===== src/rtl/packet_header_deserializer_if.sv =====
// ============================================================================
// packet_header_deserializer_if : byte stream in, parallel 5-tuple header out
// Rev 1.0
// ============================================================================
`default_nettype none

interface packet_header_deserializer_if #(
  parameter int IP_SIZE       = 32,
  parameter int PORT_SIZE     = 16,
  parameter int PROTOCOL_SIZE = 8
);
  logic [7:0]               s_data;
  logic                     s_valid;
  logic                     s_last;
  logic                     s_ready;
  logic [IP_SIZE-1:0]       m_src_ip;
  logic [PORT_SIZE-1:0]     m_src_port;
  logic [IP_SIZE-1:0]       m_dst_ip;
  logic [PORT_SIZE-1:0]     m_dst_port;
  logic [PROTOCOL_SIZE-1:0] m_protocol;
  logic                     m_valid;
  logic                     m_ready;

  // Environment side: drives the byte stream, consumes headers.
  modport master (
    output s_data, s_valid, s_last, m_ready,
    input  s_ready, m_src_ip, m_src_port, m_dst_ip, m_dst_port, m_protocol, m_valid
  );

  // Deserializer side.
  modport slave (
    input  s_data, s_valid, s_last, m_ready,
    output s_ready, m_src_ip, m_src_port, m_dst_ip, m_dst_port, m_protocol, m_valid
  );
endinterface

`default_nettype wire


===== src/rtl/packet_header_deserializer.sv =====
// ============================================================================
// packet_header_deserializer : assembles a 5-tuple header from an 8-bit stream
// Rev 1.0
// ============================================================================
`default_nettype none

module packet_header_deserializer #(
  parameter int IP_SIZE       = 32,
  parameter int PORT_SIZE     = 16,
  parameter int PROTOCOL_SIZE = 8,
  parameter int CNT_W         = 16
) (
  input  logic                          clk,
  input  logic                          rst_n,
  packet_header_deserializer_if.slave   bus,
  output logic                          err_short,
  output logic                          err_long,
  output logic [CNT_W-1:0]              short_cnt,
  output logic [CNT_W-1:0]              long_cnt
);

  localparam int HDR_BITS  = 2*IP_SIZE + 2*PORT_SIZE + PROTOCOL_SIZE;
  localparam int HDR_BYTES = HDR_BITS / 8;
  localparam int IDX_W     = $clog2(HDR_BYTES + 1);
  localparam logic [IDX_W-1:0] LAST_IDX = IDX_W'(HDR_BYTES - 1);

  typedef enum logic [1:0] {
    ST_COLLECT = 2'd0,
    ST_SKIP    = 2'd1,
    ST_OUT     = 2'd2
  } state_t;

  state_t                state_q, state_d;
  logic [IDX_W-1:0]      idx_q, idx_d;
  logic [HDR_BITS-9:0]   sh_q, sh_d;
  logic [HDR_BITS-1:0]   hdr_q, hdr_d;
  logic                  s_ready_q, s_ready_d;
  logic                  m_valid_q, m_valid_d;
  logic                  err_short_q, err_short_d;
  logic                  err_long_q, err_long_d;
  logic [CNT_W-1:0]      short_cnt_q, short_cnt_d;
  logic [CNT_W-1:0]      long_cnt_q, long_cnt_d;

  logic                  accept;
  logic [HDR_BITS-1:0]   full_hdr;

  assign accept   = bus.s_valid && s_ready_q;
  // The byte on the bus completes the header when it is the last one.
  assign full_hdr = {sh_q, bus.s_data};

  always_comb begin
    state_d     = state_q;
    idx_d       = idx_q;
    sh_d        = sh_q;
    hdr_d       = hdr_q;
    err_short_d = 1'b0;
    err_long_d  = 1'b0;
    short_cnt_d = short_cnt_q;
    long_cnt_d  = long_cnt_q;

    case (state_q)
      ST_COLLECT: begin
        if (accept) begin
          sh_d = {sh_q[HDR_BITS-17:0], bus.s_data};
          if (idx_q == LAST_IDX) begin
            idx_d = '0;
            if (bus.s_last) begin
              hdr_d   = full_hdr;
              state_d = ST_OUT;
            end else begin
              state_d = ST_SKIP;
            end
          end else if (bus.s_last) begin
            idx_d       = '0;
            err_short_d = 1'b1;
            short_cnt_d = (&short_cnt_q) ? short_cnt_q : short_cnt_q + CNT_W'(1);
          end else begin
            idx_d = idx_q + IDX_W'(1);
          end
        end
      end
      ST_SKIP: begin
        if (accept && bus.s_last) begin
          err_long_d = 1'b1;
          long_cnt_d = (&long_cnt_q) ? long_cnt_q : long_cnt_q + CNT_W'(1);
          idx_d      = '0;
          state_d    = ST_COLLECT;
        end
      end
      ST_OUT: begin
        if (bus.m_ready) begin
          idx_d   = '0;
          state_d = ST_COLLECT;
        end
      end
      default: begin
        idx_d   = '0;
        state_d = ST_COLLECT;
      end
    endcase

    // Handshake outputs are flops decoded from the next state.
    s_ready_d = (state_d != ST_OUT);
    m_valid_d = (state_d == ST_OUT);
  end

  always_ff @(posedge clk or negedge rst_n) begin
    if (!rst_n) begin
      state_q     <= ST_COLLECT;
      idx_q       <= '0;
      sh_q        <= '0;
      hdr_q       <= '0;
      s_ready_q   <= 1'b0;
      m_valid_q   <= 1'b0;
      err_short_q <= 1'b0;
      err_long_q  <= 1'b0;
      short_cnt_q <= '0;
      long_cnt_q  <= '0;
    end else begin
      state_q     <= state_d;
      idx_q       <= idx_d;
      sh_q        <= sh_d;
      hdr_q       <= hdr_d;
      s_ready_q   <= s_ready_d;
      m_valid_q   <= m_valid_d;
      err_short_q <= err_short_d;
      err_long_q  <= err_long_d;
      short_cnt_q <= short_cnt_d;
      long_cnt_q  <= long_cnt_d;
    end
  end

  assign bus.s_ready    = s_ready_q;
  assign bus.m_valid    = m_valid_q;
  assign bus.m_src_ip   = hdr_q[HDR_BITS-1 -: IP_SIZE];
  assign bus.m_src_port = hdr_q[HDR_BITS-IP_SIZE-1 -: PORT_SIZE];
  assign bus.m_dst_ip   = hdr_q[HDR_BITS-IP_SIZE-PORT_SIZE-1 -: IP_SIZE];
  assign bus.m_dst_port = hdr_q[PORT_SIZE+PROTOCOL_SIZE-1 -: PORT_SIZE];
  assign bus.m_protocol = hdr_q[PROTOCOL_SIZE-1:0];

  assign err_short = err_short_q;
  assign err_long  = err_long_q;
  assign short_cnt = short_cnt_q;
  assign long_cnt  = long_cnt_q;

endmodule

`default_nettype wire

===== src/flat_wrapper.sv =====
// flat-port wrapper written by rule: the top's interface ports become plain ports
module packet_header_deserializer_flat 
#(
  parameter int IP_SIZE       = 32,
  parameter int PORT_SIZE     = 16,
  parameter int PROTOCOL_SIZE = 8,
  parameter int CNT_W         = 16
)
  (clk, rst_n, err_short, err_long, short_cnt, long_cnt, bus_s_data, bus_s_valid, bus_s_last, bus_m_ready, bus_s_ready, bus_m_src_ip, bus_m_src_port, bus_m_dst_ip, bus_m_dst_port, bus_m_protocol, bus_m_valid);
  packet_header_deserializer_if #(.IP_SIZE(IP_SIZE), .PORT_SIZE(PORT_SIZE), .PROTOCOL_SIZE(PROTOCOL_SIZE)) bus_i ();
  input  logic clk;
  input  logic rst_n;
  output logic err_short;
  output logic err_long;
  output logic [CNT_W-1:0] short_cnt;
  output logic [CNT_W-1:0] long_cnt;
  input wire logic [$bits(bus_i.s_data)-1:0] bus_s_data;
  input wire logic [$bits(bus_i.s_valid)-1:0] bus_s_valid;
  input wire logic [$bits(bus_i.s_last)-1:0] bus_s_last;
  input wire logic [$bits(bus_i.m_ready)-1:0] bus_m_ready;
  output wire logic [$bits(bus_i.s_ready)-1:0] bus_s_ready;
  output wire logic [$bits(bus_i.m_src_ip)-1:0] bus_m_src_ip;
  output wire logic [$bits(bus_i.m_src_port)-1:0] bus_m_src_port;
  output wire logic [$bits(bus_i.m_dst_ip)-1:0] bus_m_dst_ip;
  output wire logic [$bits(bus_i.m_dst_port)-1:0] bus_m_dst_port;
  output wire logic [$bits(bus_i.m_protocol)-1:0] bus_m_protocol;
  output wire logic [$bits(bus_i.m_valid)-1:0] bus_m_valid;
  assign bus_i.s_data = bus_s_data;
  assign bus_i.s_valid = bus_s_valid;
  assign bus_i.s_last = bus_s_last;
  assign bus_i.m_ready = bus_m_ready;
  assign bus_s_ready = bus_i.s_ready;
  assign bus_m_src_ip = bus_i.m_src_ip;
  assign bus_m_src_port = bus_i.m_src_port;
  assign bus_m_dst_ip = bus_i.m_dst_ip;
  assign bus_m_dst_port = bus_i.m_dst_port;
  assign bus_m_protocol = bus_i.m_protocol;
  assign bus_m_valid = bus_i.m_valid;
  packet_header_deserializer #(.IP_SIZE(IP_SIZE), .PORT_SIZE(PORT_SIZE), .PROTOCOL_SIZE(PROTOCOL_SIZE), .CNT_W(CNT_W)) u_core (.clk(clk), .rst_n(rst_n), .bus(bus_i), .err_short(err_short), .err_long(err_long), .short_cnt(short_cnt), .long_cnt(long_cnt));
endmodule

===== config.mk =====
export PLATFORM = sky130hd
export DESIGN_NAME = packet_header_deserializer_flat
export DESIGN_NICKNAME = d
export VERILOG_FILES = /design/src/rtl/packet_header_deserializer_if.sv /design/src/rtl/packet_header_deserializer.sv /design/src/flat_wrapper.sv
export SDC_FILE = /design/constraint.sdc
export NUM_CORES = 1
export LEC_CHECK = 0
export CORE_MARGIN = 10
export CORE_UTILIZATION = 34
export CTS_BUF_LIST = sky130_fd_sc_hd__clkbuf_16
export DETAILED_ROUTE_END_ITERATION = 10
export RECOVER_POWER = 25
export SYNTH_ARGS = -nofsm -noshare
export SYNTH_HDL_FRONTEND = slang
export SYNTH_SLANG_ARGS = --single-unit

===== constraint.sdc =====
create_clock -name clk -period 2.6 [get_ports clk]
set_input_delay 0.52 -clock clk [delete_from_list [all_inputs] [get_ports clk]]
set_output_delay 0.52 -clock clk [all_outputs]
set_load 0.01 [all_outputs]

==> metrics.md, run 1 <==
| Metric | Value |
|---|---|
| Fillers | `2404` |
| Status | `complete, but fails checks` |
| Setup TNS | `0 ns` |
| DRC Markers | `0` |
| CTS clk-pin slew, worst paths | `0.06 ns` |
| Violated checks | `max-capacitance violations, max-slew violations` |
| Routability cong. | `around 0.73` |
| Critical Path Source | `u_core.long_cnt[15]` |
| Initial antenna violation count | `0` |
| CP peak stage delay | `0.60 ns` |
| HP Class | `reg -> reg` |
| DIE AREA | `34470 um^2` |
| Cell taking the most area after synthesis | `dfrtp_1` |
| Chip height | `about 190 um` |
| Vias post-DR | `5359` |
| Nets | `797` |
| Syn Inst Count | `603` |
| Skew final | `0.007824 ns` |
| Endpoints failing hold | `0` |
| Row cnt | `60` |
| # IOs | `153` |
| Routed WL per cell | `between 15 and 20 um` |
| Largest cells by area after synthesis | `dfrtp_1, mux2_2, mux2_1` |
| CTS Sinks | `242` |
| Port bufs | `152` |
| Sequential cell area | `6056 um^2` |
| Area added between synthesis and finish | `31.59%` |
| Vias in the first global route | `between 5000 and 6000` |
| Least-Margin Pin Slew | `1.706 ns` |
| Seq cells post-synth | `about 240` |
| Clock latency on the worst-skew pair | `between 0.5 and 0.6 ns` |
| Synthesized area | `9330 um^2` |
| Top delay family on crit path | `buffers and inverters` |
| Tmin final | `2.134 ns` |
| Starting Density | `34.62%` |
| Multi-input gate area | `~3200 um^2` |
| Critical Path AT | `1.61 ns` |
| Share of the synthesized area in the top cell type | `between 60 and 70%` |
| CTS buffer count | `27` |
| Slowest library cell on the worst path | `clkdlybuf4s50_1` |
| Crit. End Element | `primary output` |
| Tcrit/Tclk final | `82.09%` |
| Setup Buffers After CTS | `0` |
| First-pass GRT wire length | `32060 um` |
| RSZ-0062 raised after global routing | `no` |
| Cts repair resizes | `0` |
| Final Power | `~9000 uW` |
| Max-cap violations | `1` |
| Mapped Nets | `620` |
| Gr ovfl total | `0` |
| Initial drt markers | `224` |
| Share of cells above drive strength 1 | `29.00%` |
| Mean number of vias per cell | `4.697` |
| DR pass1 iterations | `4` |
| CP required | `2.08 ns` |
| GRT Util Overall | `a little under an eighth` |
| CTS Buffer Depth | `3` |
| Max Fanout on Critical Path | `6` |
| Maximum VDD drop | `0.3544 mV` |
| Cells after DPL | `approximately 1100` |
| Commonest non-fill, non-tap cell in the layout | `dfrtp_1` |
| Register area share after synthesis | `between 60% and 70%` |
| PD cells | `754.8 nW/um^2` |
| WP buf/inv | `1` |
| Non-Filler Instances | `1141` |
| Detail Route Antenna Nets | `0` |
| H-Tree Depth | `1` |
| Yosys warns | `0` |
| Post-synth EDFFs | `0` |
| Hold Crit Start | `u_core.short_cnt[6]` |
| Mean post-synth cell area | `~15 um^2` |
| Max Freq | `~470 MHz` |
| Synth async-reset ratio | `100.0%` |
| DPL Wire Length | `about 14000 um` |
| TritonCTS clock tree | `yes` |
| Leak pwr | `0.005648 uW` |
| Die X | `roughly 190 um` |
| Most frequent cells in the layout | `dfrtp_1, mux2_2, clkdlybuf4s50_1, mux2_1, clkbuf_16` |
| Routed WL | `19810 um` |
| Reg2reg start | `u_core.idx_q[0]` |
| Max-slew violation count | `69` |
| Largest net degree at the start of global routing | `72` |
| Yosys cell types | `37` |
| Kind of critical path | `reg -> out` |
| Root Buffer Master | `clkbuf_16` |
| Placed inst area | `11420 um^2` |
| Finished Cell Area | `around 12000 um^2` |
| Max_slew headroom | `-13.71%` |
| CP Launch Type | `flip-flop` |
| Critical path cell sequence | `clkdlybuf4s50_1` |
| Endpoints failing setup | `0` |
| Core area | `26950 um^2` |
| Ys flop type | `dfrtp_1` |
| Antenna diodes | `0` |
stage by stage:
step,utilization [%],setup WS (ns),hold WS (ns)
2_1_floorplan,-,0.7349,0.2244
3_3_place_gp,42.38,0.2378,0.4747
3_5_place_dp,42.38,0.1945,0.4800
4_1_cts,45.59,0.4275,0.4878
5_1_grt,45.56,0.1949,0.5061
6_report,45.56,0.4657,0.4805
synth_stat cells, types with 7 or more instances:
library cell / count
nor2_1: 11
mux2_1: 38
a31oi_1: 7
dfrtp_1: 242
nand3_1: 11
nand4_1: 8
mux2_2: 167
xnor2_1: 13
xor2_1: 7
nand2_1: 18
buf_2: 16
power breakdown:
part / leakage, uW / switching [uW] / internal (uW) / total, uW
Combinational: 0.00205 / 304 / 547 / 851
Sequential: 0.00317 / 435 / 4330 / 4760
Clock: 0.000432 / 1480 / 2180 / 3660
routing by layer:
layer	vias up	share of wire [%]	track usage, %
met5	-	0	0
met4	0	2.0	2.935
met3	27	7.1	3.431
met2	120	46	18.47
met1	2699	45	14.87
li1	2513	-	-
final timing paths:
| check | end | slack [ns] | cells past startpoint |
|---|---|---|---|
| min in group asynchronous | u_core.short_cnt[12] | 1.00 | 2 |
| min | u_core.short_cnt[6] | 0.48 | 1 |
| max reg2reg | u_core.short_cnt[9] | 0.51 | 7 |
| max in group asynchronous | u_core.hdr_q[77] | 0.49 | 3 |
| max | long_cnt[15] | 0.47 | 1 |
| min reg2reg | u_core.short_cnt[6] | 0.48 | 1 |
logic make-up after synthesis:
logic type	Yosys count	share of synthesized area, %
fa+ha+maj	4	0.5364
compound gates	28	2.079
flops	242	64.91
simple gates	76	4.519
buf+inv	28	1.341
xor+xnor	20	1.877
mux	205	24.74
final cells by class:
cell class	count	area share, %
Sequential cell	242	49.32
Multi-Input combinational cell	333	25.75
Timing Repair Buffer	170	14.29
Clock buffer	27	5.503
Tap cell	341	3.475
Clock inverter	22	1.478
Inverter	6	0.1834
repair_timing:
| action | CTS | global route |
|---|---|---|
| hold buffers | 1 | 0 |
| hold endpoints to repair | 65 | 0 |
| endpoints found under the setup margin | 0 | 0 |
state kept, by name, indices dropped and copies added, names as in the netlist:
register and cells:
u_core.hdr_q 104, u_core.sh_q 96, u_core.long_cnt 16, u_core.short_cnt 16
u_core.idx_q 4, u_core.state_q 2, u_core.bus.m_valid 1, u_core.bus.s_ready 1
u_core.err_long 1, u_core.err_short 1
Note: power is estimated with default switching activity, not from simulation.
==> run 2, diff against run 1 <==
- clock period: 2.6 -> 1.9 ns (I/O delays scaled with it)
==> run 2 against run 1 <==
  * Sequential share of layout area fell by 1.0 points
  * Setup slack worse by 0.41 ns
  * Register-to-register slack got worse by 0.45 ns
  * Clock skew about the same
  * First-iteration DRC count increased by 5.4%
  * Critical endpoint is now short_cnt[6]
  * Highest routed layer unchanged
  * Final cell count rose by 2.5%
  * Critical path type unchanged
  * Wire length fell by 0.16%
  * Clock power is 37% higher
  * The flow now finishes without violations
  * Die area stayed put
  * Via count grew 2.7%
  * Sequential power up 37%
  * Count of clock-buffer cells in the layout up 2
==> metrics.md, run 2 (synthesized netlist as in run 1, its figures left out) <==
| Metric | Value |
|---|---|
| Status | `complete, no violations` |
| Clock latency on the worst-skew pair | `0.52 ns` |
| Skew final | `~0.0078 ns` |
| CTS Sinks | `242` |
| Slowest library cell on the worst path | `clkdlybuf4s50_1` |
| Die X | `185.7 um` |
| Grt met1 use | `approximately 15%` |
| Share of cells above drive strength 1 | `32.00%` |
| GRT Util Overall | `11.70%` |
| # IOs | `between 150 and 200` |
| DIE AREA | `approximately 34000 um^2` |
| GRT busiest layer | `met2` |
| Antenna diodes | `0` |
| WP buf/inv | `1` |
| Tcrit/Tclk final | `96.95%` |
| PD cells | `slightly above 1000 nW/um^2` |
| Max-slew violation count | `0` |
| Endpoints failing setup | `0` |
| Top reg by flops | `u_core.hdr_q` |
| CP required | `1.52 ns` |
| Commonest non-fill, non-tap cell in the layout | `dfrtp_1` |
| Largest register FFs | `104` |
| DPL Wire Length | `13360 um` |
| Gr ovfl total | `0` |
| Fillers | `2409` |
| Leak pwr | `0.006124 uW` |
| GRT met3 Usage | `3.880%` |
| Most frequent cells in the layout | `dfrtp_1, mux2_2, clkdlybuf4s50_1, mux2_1, buf_4` |
| Final Power | `12690 uW` |
| DR pass1 iterations | `4` |
| Area added between synthesis and finish | `34.42%` |
| Tmin final | `1.842 ns` |
| First-pass GRT wire length | `32810 um` |
| Initial drt markers | `236` |
| WHS | `approximately 0.49 ns` |
| Crit. End Element | `primary output` |
| Routed WL | `19780 um` |
| Starting Density | `34.62%` |
| Vias post-DR | `~5500` |
| Critical Path AT | `1.46 ns` |
| Endpoints failing hold | `0` |
| Initial antenna violation count | `0` |
| H-Tree Depth | `1` |
| Maximum VDD drop | `0.7358 mV` |
| Detail Route Antenna Nets | `0` |
| Kind of critical path | `reg -> out` |
| CTS buffer count | `28` |
| Max Fanout on Critical Path | `3` |
| DRC Markers | `0` |
| Critical path cell sequence | `clkdlybuf4s50_1` |
| Max-cap violations | `0` |
| Routed WL per cell | `16.92 um` |
| CP peak stage delay | `0.56 ns` |
| Max_slew headroom | `32.75%` |
| CTS clk-pin slew, worst paths | `0.06 ns` |
| Root Buffer Master | `clkbuf_16` |
| Regs by FF count | `u_core.hdr_q (104), u_core.sh_q (96)` |
| Least-Margin Pin Slew | `1.009 ns` |
| Vias in the first global route | `around 5900` |
| Routability cong. | `0.7312` |
| Largest net degree at the start of global routing | `58` |
| Mean number of vias per cell | `4.707` |
| Core area | `26950 um^2` |
| RSZ-0062 raised after global routing | `yes` |
| Top delay family on crit path | `buffers and inverters` |
| Met2 Use GR | `between 10% and 20%` |
| TritonCTS clock tree | `yes` |
| Port bufs | `152` |
| Row cnt | `60` |
| Chip height | `185.7 um` |
| HP Class | `reg -> reg` |
| Nets | `823` |
| CP Launch Type | `flip-flop` |
| Max Freq | `around 540 MHz` |
| CTS Buffer Depth | `3` |
## run 2: cell types whose count changed in the layout (fill, tap and decap cells not counted), sizes merged, moves of 3 or more
cell / delta
buf: +24
clkbuf: +3
clkdlybuf4s50: -33
dlygate4sd2: +21
dlymetal6s2s: +13
inv: +3
## run 2: path summary, 6_finish.rpt
kind                                          start                    to  slack, ns  cells after the start
max in group asynchronous                     rst_n       u_core.sh_q[37]       0.31                      3
worst min-delay path               u_core.hdr_q[64]      u_core.hdr_q[64]       0.49                      1
worst max register to register      u_core.idx_q[0]  u_core.short_cnt[12]       0.06                      7
worst max-delay path            u_core.short_cnt[6]          short_cnt[6]       0.06                      1
worst min register to register     u_core.hdr_q[64]      u_core.hdr_q[64]       0.49                      1
min in group asynchronous                     rst_n  u_core.short_cnt[12]       0.56                      2
## run 2: per-stage QoR
step,TNS [ns],util [%],area [um^2],std cells,setup slack [ns]
after CTS,0,46.34,12490,1167,0.001053
final,0,46.54,12540,1169,0.05796
after global routing,-0.04529,46.54,12540,1169,-0.03467
after global placement,-46.10,42.94,11570,1108,-0.2827
after floorplan,0,-,9330,603,0.03491
after detailed placement,-45.93,42.94,11570,1108,-0.3215
## run 2: cell type report
class | instances | area, um^2 | area share [%]
Clock inverter | 23 | 141.4 | 1.127
Sequential cell | 242 | 6061 | 48.32
Timing Repair Buffer | 195 | 1954 | 15.58
Tap cell | 341 | 426.7 | 3.402
Clock buffer | 29 | 725.7 | 5.786
Inverter | 6 | 22.52 | 0.1796
Multi-Input combinational cell | 333 | 3211 | 25.60
## run 2: power by group
| group | internal (uW) | total [uW] | switching [uW] |
|---|---|---|---|
| Combinational | 736 | 1150 | 417 |
| Sequential | 5930 | 6520 | 593 |
| Clock | 2990 | 5010 | 2020 |
## run 2: routing by layer
| metal | vias to the layer above | part of all wire [%] |
|---|---|---|
| met1 | 2787 | 44 |
| met2 | 114 | 46 |
| met4 | 0 | 1.5 |
| met3 | 27 | 8.0 |
| li1 | 2575 | - |
| met5 | - | 0 |
## run 2: what timing repair did
action / 4_1_cts / 5_1_grt
pin swaps: 2 / 5
endpoints found under the setup margin: 38 / 23
setup buffers: 6 / 2
resized for setup: 28 / 23
hold buffers: 1 / 0
hold endpoints to repair: 34 / 0
==> run 3, diff against run 2 <==
- CORE_UTILIZATION: 34 -> 48
- PLACE_DENSITY: unset -> 0.76
==> run 3 against run 2 <==
  * Fmax is 2.7% lower
  * Non-clock buffer count is 7 higher
  * Cell area is 1.5% lower
  * Clock power is 17% lower
  * Combinational power is 10% higher
  * Sequential power hardly changed
  * Die area is 26% lower
  * Flip-flop and latch count stayed put
  * Setup slack worse by 0.051 ns
  * Power is 5.6% lower
  * Global-route usage is 3.7 points higher
  * Critical endpoint is now u_core.short_cnt[9]
==> metrics.md, run 3 (synthesized netlist as in run 1, its figures left out) <==
| Metric | Value |
|---|---|
| Tmin final | `1.893 ns` |
| Setup crit end | `u_core.short_cnt[9]` |
| Gr ovfl total | `0` |
| CP Launch Type | `flip-flop` |
| Most frequent cells in the layout | `dfrtp_1, mux2_2, clkdlybuf4s50_1, mux2_1, buf_4` |
| Clock latency on the worst-skew pair | `approximately 0.50 ns` |
| Kind of critical path | `reg -> reg` |
| H-Tree Depth | `1` |
| CTS Sinks | `~240` |
| CTS buffer count | `25` |
| Area added between synthesis and finish | `32.44%` |
| Starting Density | `around half` |
| Status | `complete, no violations` |
| Commonest non-fill, non-tap cell in the layout | `dfrtp_1` |
| First-pass GRT wire length | `approximately 33000 um` |
| Root Buffer Master | `clkbuf_16` |
| Fin util | `65.40%` |
| WHS | `just under 0.5 ns` |
| Setup ws final | `0.006646 ns` |
| Critical Path AT | `2.29 ns` |
| Routed WL per cell | `18.37 um` |
| Pre-CTS setup slack | `-0.3476 ns` |
| Worst r2r path cells | `7` |
| Top reg by flops | `u_core.hdr_q` |
| Share of cells above drive strength 1 | `32.61%` |
| Endpoints failing hold | `0` |
| PD cells | `between 900 and 1000 nW/um^2` |
| Max-slew violation count | `0` |
| Detail Route Antenna Nets | `0` |
| FF-to-FF End | `u_core.short_cnt[9]` |
| Crit. End Element | `flip-flop` |
| RSZ-0062 raised after global routing | `yes` |
| Final Power | `11980 uW` |
| Vias post-DR | `around 5600` |
| # IOs | `between 150 and 200` |
| Critical Path Source | `u_core.idx_q[0]` |
| Max-cap violations | `0` |
| Max Freq | `~530 MHz` |
| Skew final | `between 0.007 and 0.008 ns` |
| Setup TNS | `0 ns` |
| DPL Wire Length | `14050 um` |
| Leak pwr | `between 0.006 and 0.007 uW` |
| CTS clk-pin slew, worst paths | `0.06 ns` |
| Endpoints failing setup | `0` |
| Nets | `827` |
| Max Fanout on Critical Path | `5` |
| DIE AREA | `25410 um^2` |
| Vias in the first global route | `6172` |
| Port bufs | `around 150` |
| Regs by FF count | `u_core.hdr_q (104), u_core.sh_q (96)` |
| Grt met1 use | `about a fifth` |
| Chip height | `between 150 and 200 um` |
| Antenna diodes | `0` |
| Routability cong. | `0.8773` |
| R2R Setup Slk | `0.007 ns` |
| TritonCTS clock tree | `yes` |
| Fillers | `1384` |
| Routed WL | `19930 um` |
| Initial drt markers | `between 200 and 250` |
| DR pass1 iterations | `4` |
| Die X | `159.4 um` |
| GRT met3 Usage | `4.725%` |
| Tcrit/Tclk final | `99.65%` |
| Initial antenna violation count | `0` |
| CTS Buffer Depth | `3` |
| Largest register FFs | `104` |
| Core area | `18890 um^2` |
| GRT busiest layer | `met2` |
| Reg2reg start | `u_core.idx_q[0]` |
| Largest net degree at the start of global routing | `65` |
| DRC Markers | `0` |
| Max_slew headroom | `39.29%` |
| Maximum VDD drop | `0.8213 mV` |
| HP Class | `reg -> reg` |
| GRT Util Overall | `between 10% and 20%` |
| Mean number of vias per cell | `5.137` |
| Met2 Use GR | `26.01%` |
| Least-Margin Pin Slew | `between 0.9 and 1 ns` |
| Row cnt | `50` |
| CP required | `~2.3 ns` |
[run 3: cell types whose count changed in the layout (fill, tap and decap cells not counted), moves of 4 or more]
cell and change:
buf_6 -4, clkbuf_4 +4, dlygate4sd2_1 -17, clkbuf_16 -4, clkdlybuf4s50_1 +15, clkinv_1 -4
[run 3: worst max-delay path, cell delays in order, from the launching register on]
cell and delay (ns):
dfrtp_1 0.35, inv_1 0.06, ha_2 0.19, a311o_1 0.33
nor3_2 0.15, o31a_1 0.27, nand4_1 0.18, xnor2_1 0.27
[run 3: layout make-up]
class / count / area (um^2) / share of cell area (%)
clock buffer: 25 / 625.6 / 5.063
multi-input combinational: 333 / 3198 / 25.88
timing repair buffer: 202 / 2052 / 16.61
clock inverter: 17 / 68.82 / 0.5569
tap: 260 / 325.3 / 2.633
inverter: 6 / 22.52 / 0.1823
sequential: 242 / 6065 / 49.08
[run 3: routing by layer]
layer | wire length [um] | vias to the layer above
li1 | - | 2563
met1 | 8502 | 2850
met2 | 9918 | 142
met3 | 1247 | 19
met4 | 265 | 0
met5 | 0 | -
[run 3: power by group]
group | switching [uW] | internal [uW]
Combinational | 470 | 804
Clock | 1820 | 2360
Sequential | 600 | 5930
Total | 2890 | 9090
[run 3: how the worst min path moves through the flow]
stage	startpoint	end	slack, ns	cells after the start
after floorplan	rst_n	u_core.bus.m_valid	0.08	0
after global placement	rst_n	u_core.short_cnt[11]	0.37	1
after detailed placement	rst_n	u_core.short_cnt[12]	0.37	1
after CTS	rst_n	u_core.short_cnt[12]	0.44	2
after global routing	u_core.hdr_q[52]	u_core.hdr_q[52]	0.51	1
final	u_core.hdr_q[53]	u_core.hdr_q[53]	0.49	1
[run 3: per-stage QoR]
step | cell area (um^2) | std cells
floorplan | 9330 | 603
global placement | 11530 | 1030
detailed placement | 11530 | 1030
CTS | 12280 | 1077
global route | 12360 | 1085
finish | 12360 | 1085
[run 3: repair_timing]
| action | CTS | global route |
|---|---|---|
| pin swaps | 1 | 7 |
| setup buffers | 4 | 8 |
| endpoints found under the hold margin | 56 | 0 |
| endpoints found under the setup margin | 26 | 29 |
| hold buffers | 1 | 0 |
| resized for setup | 13 | 23 |
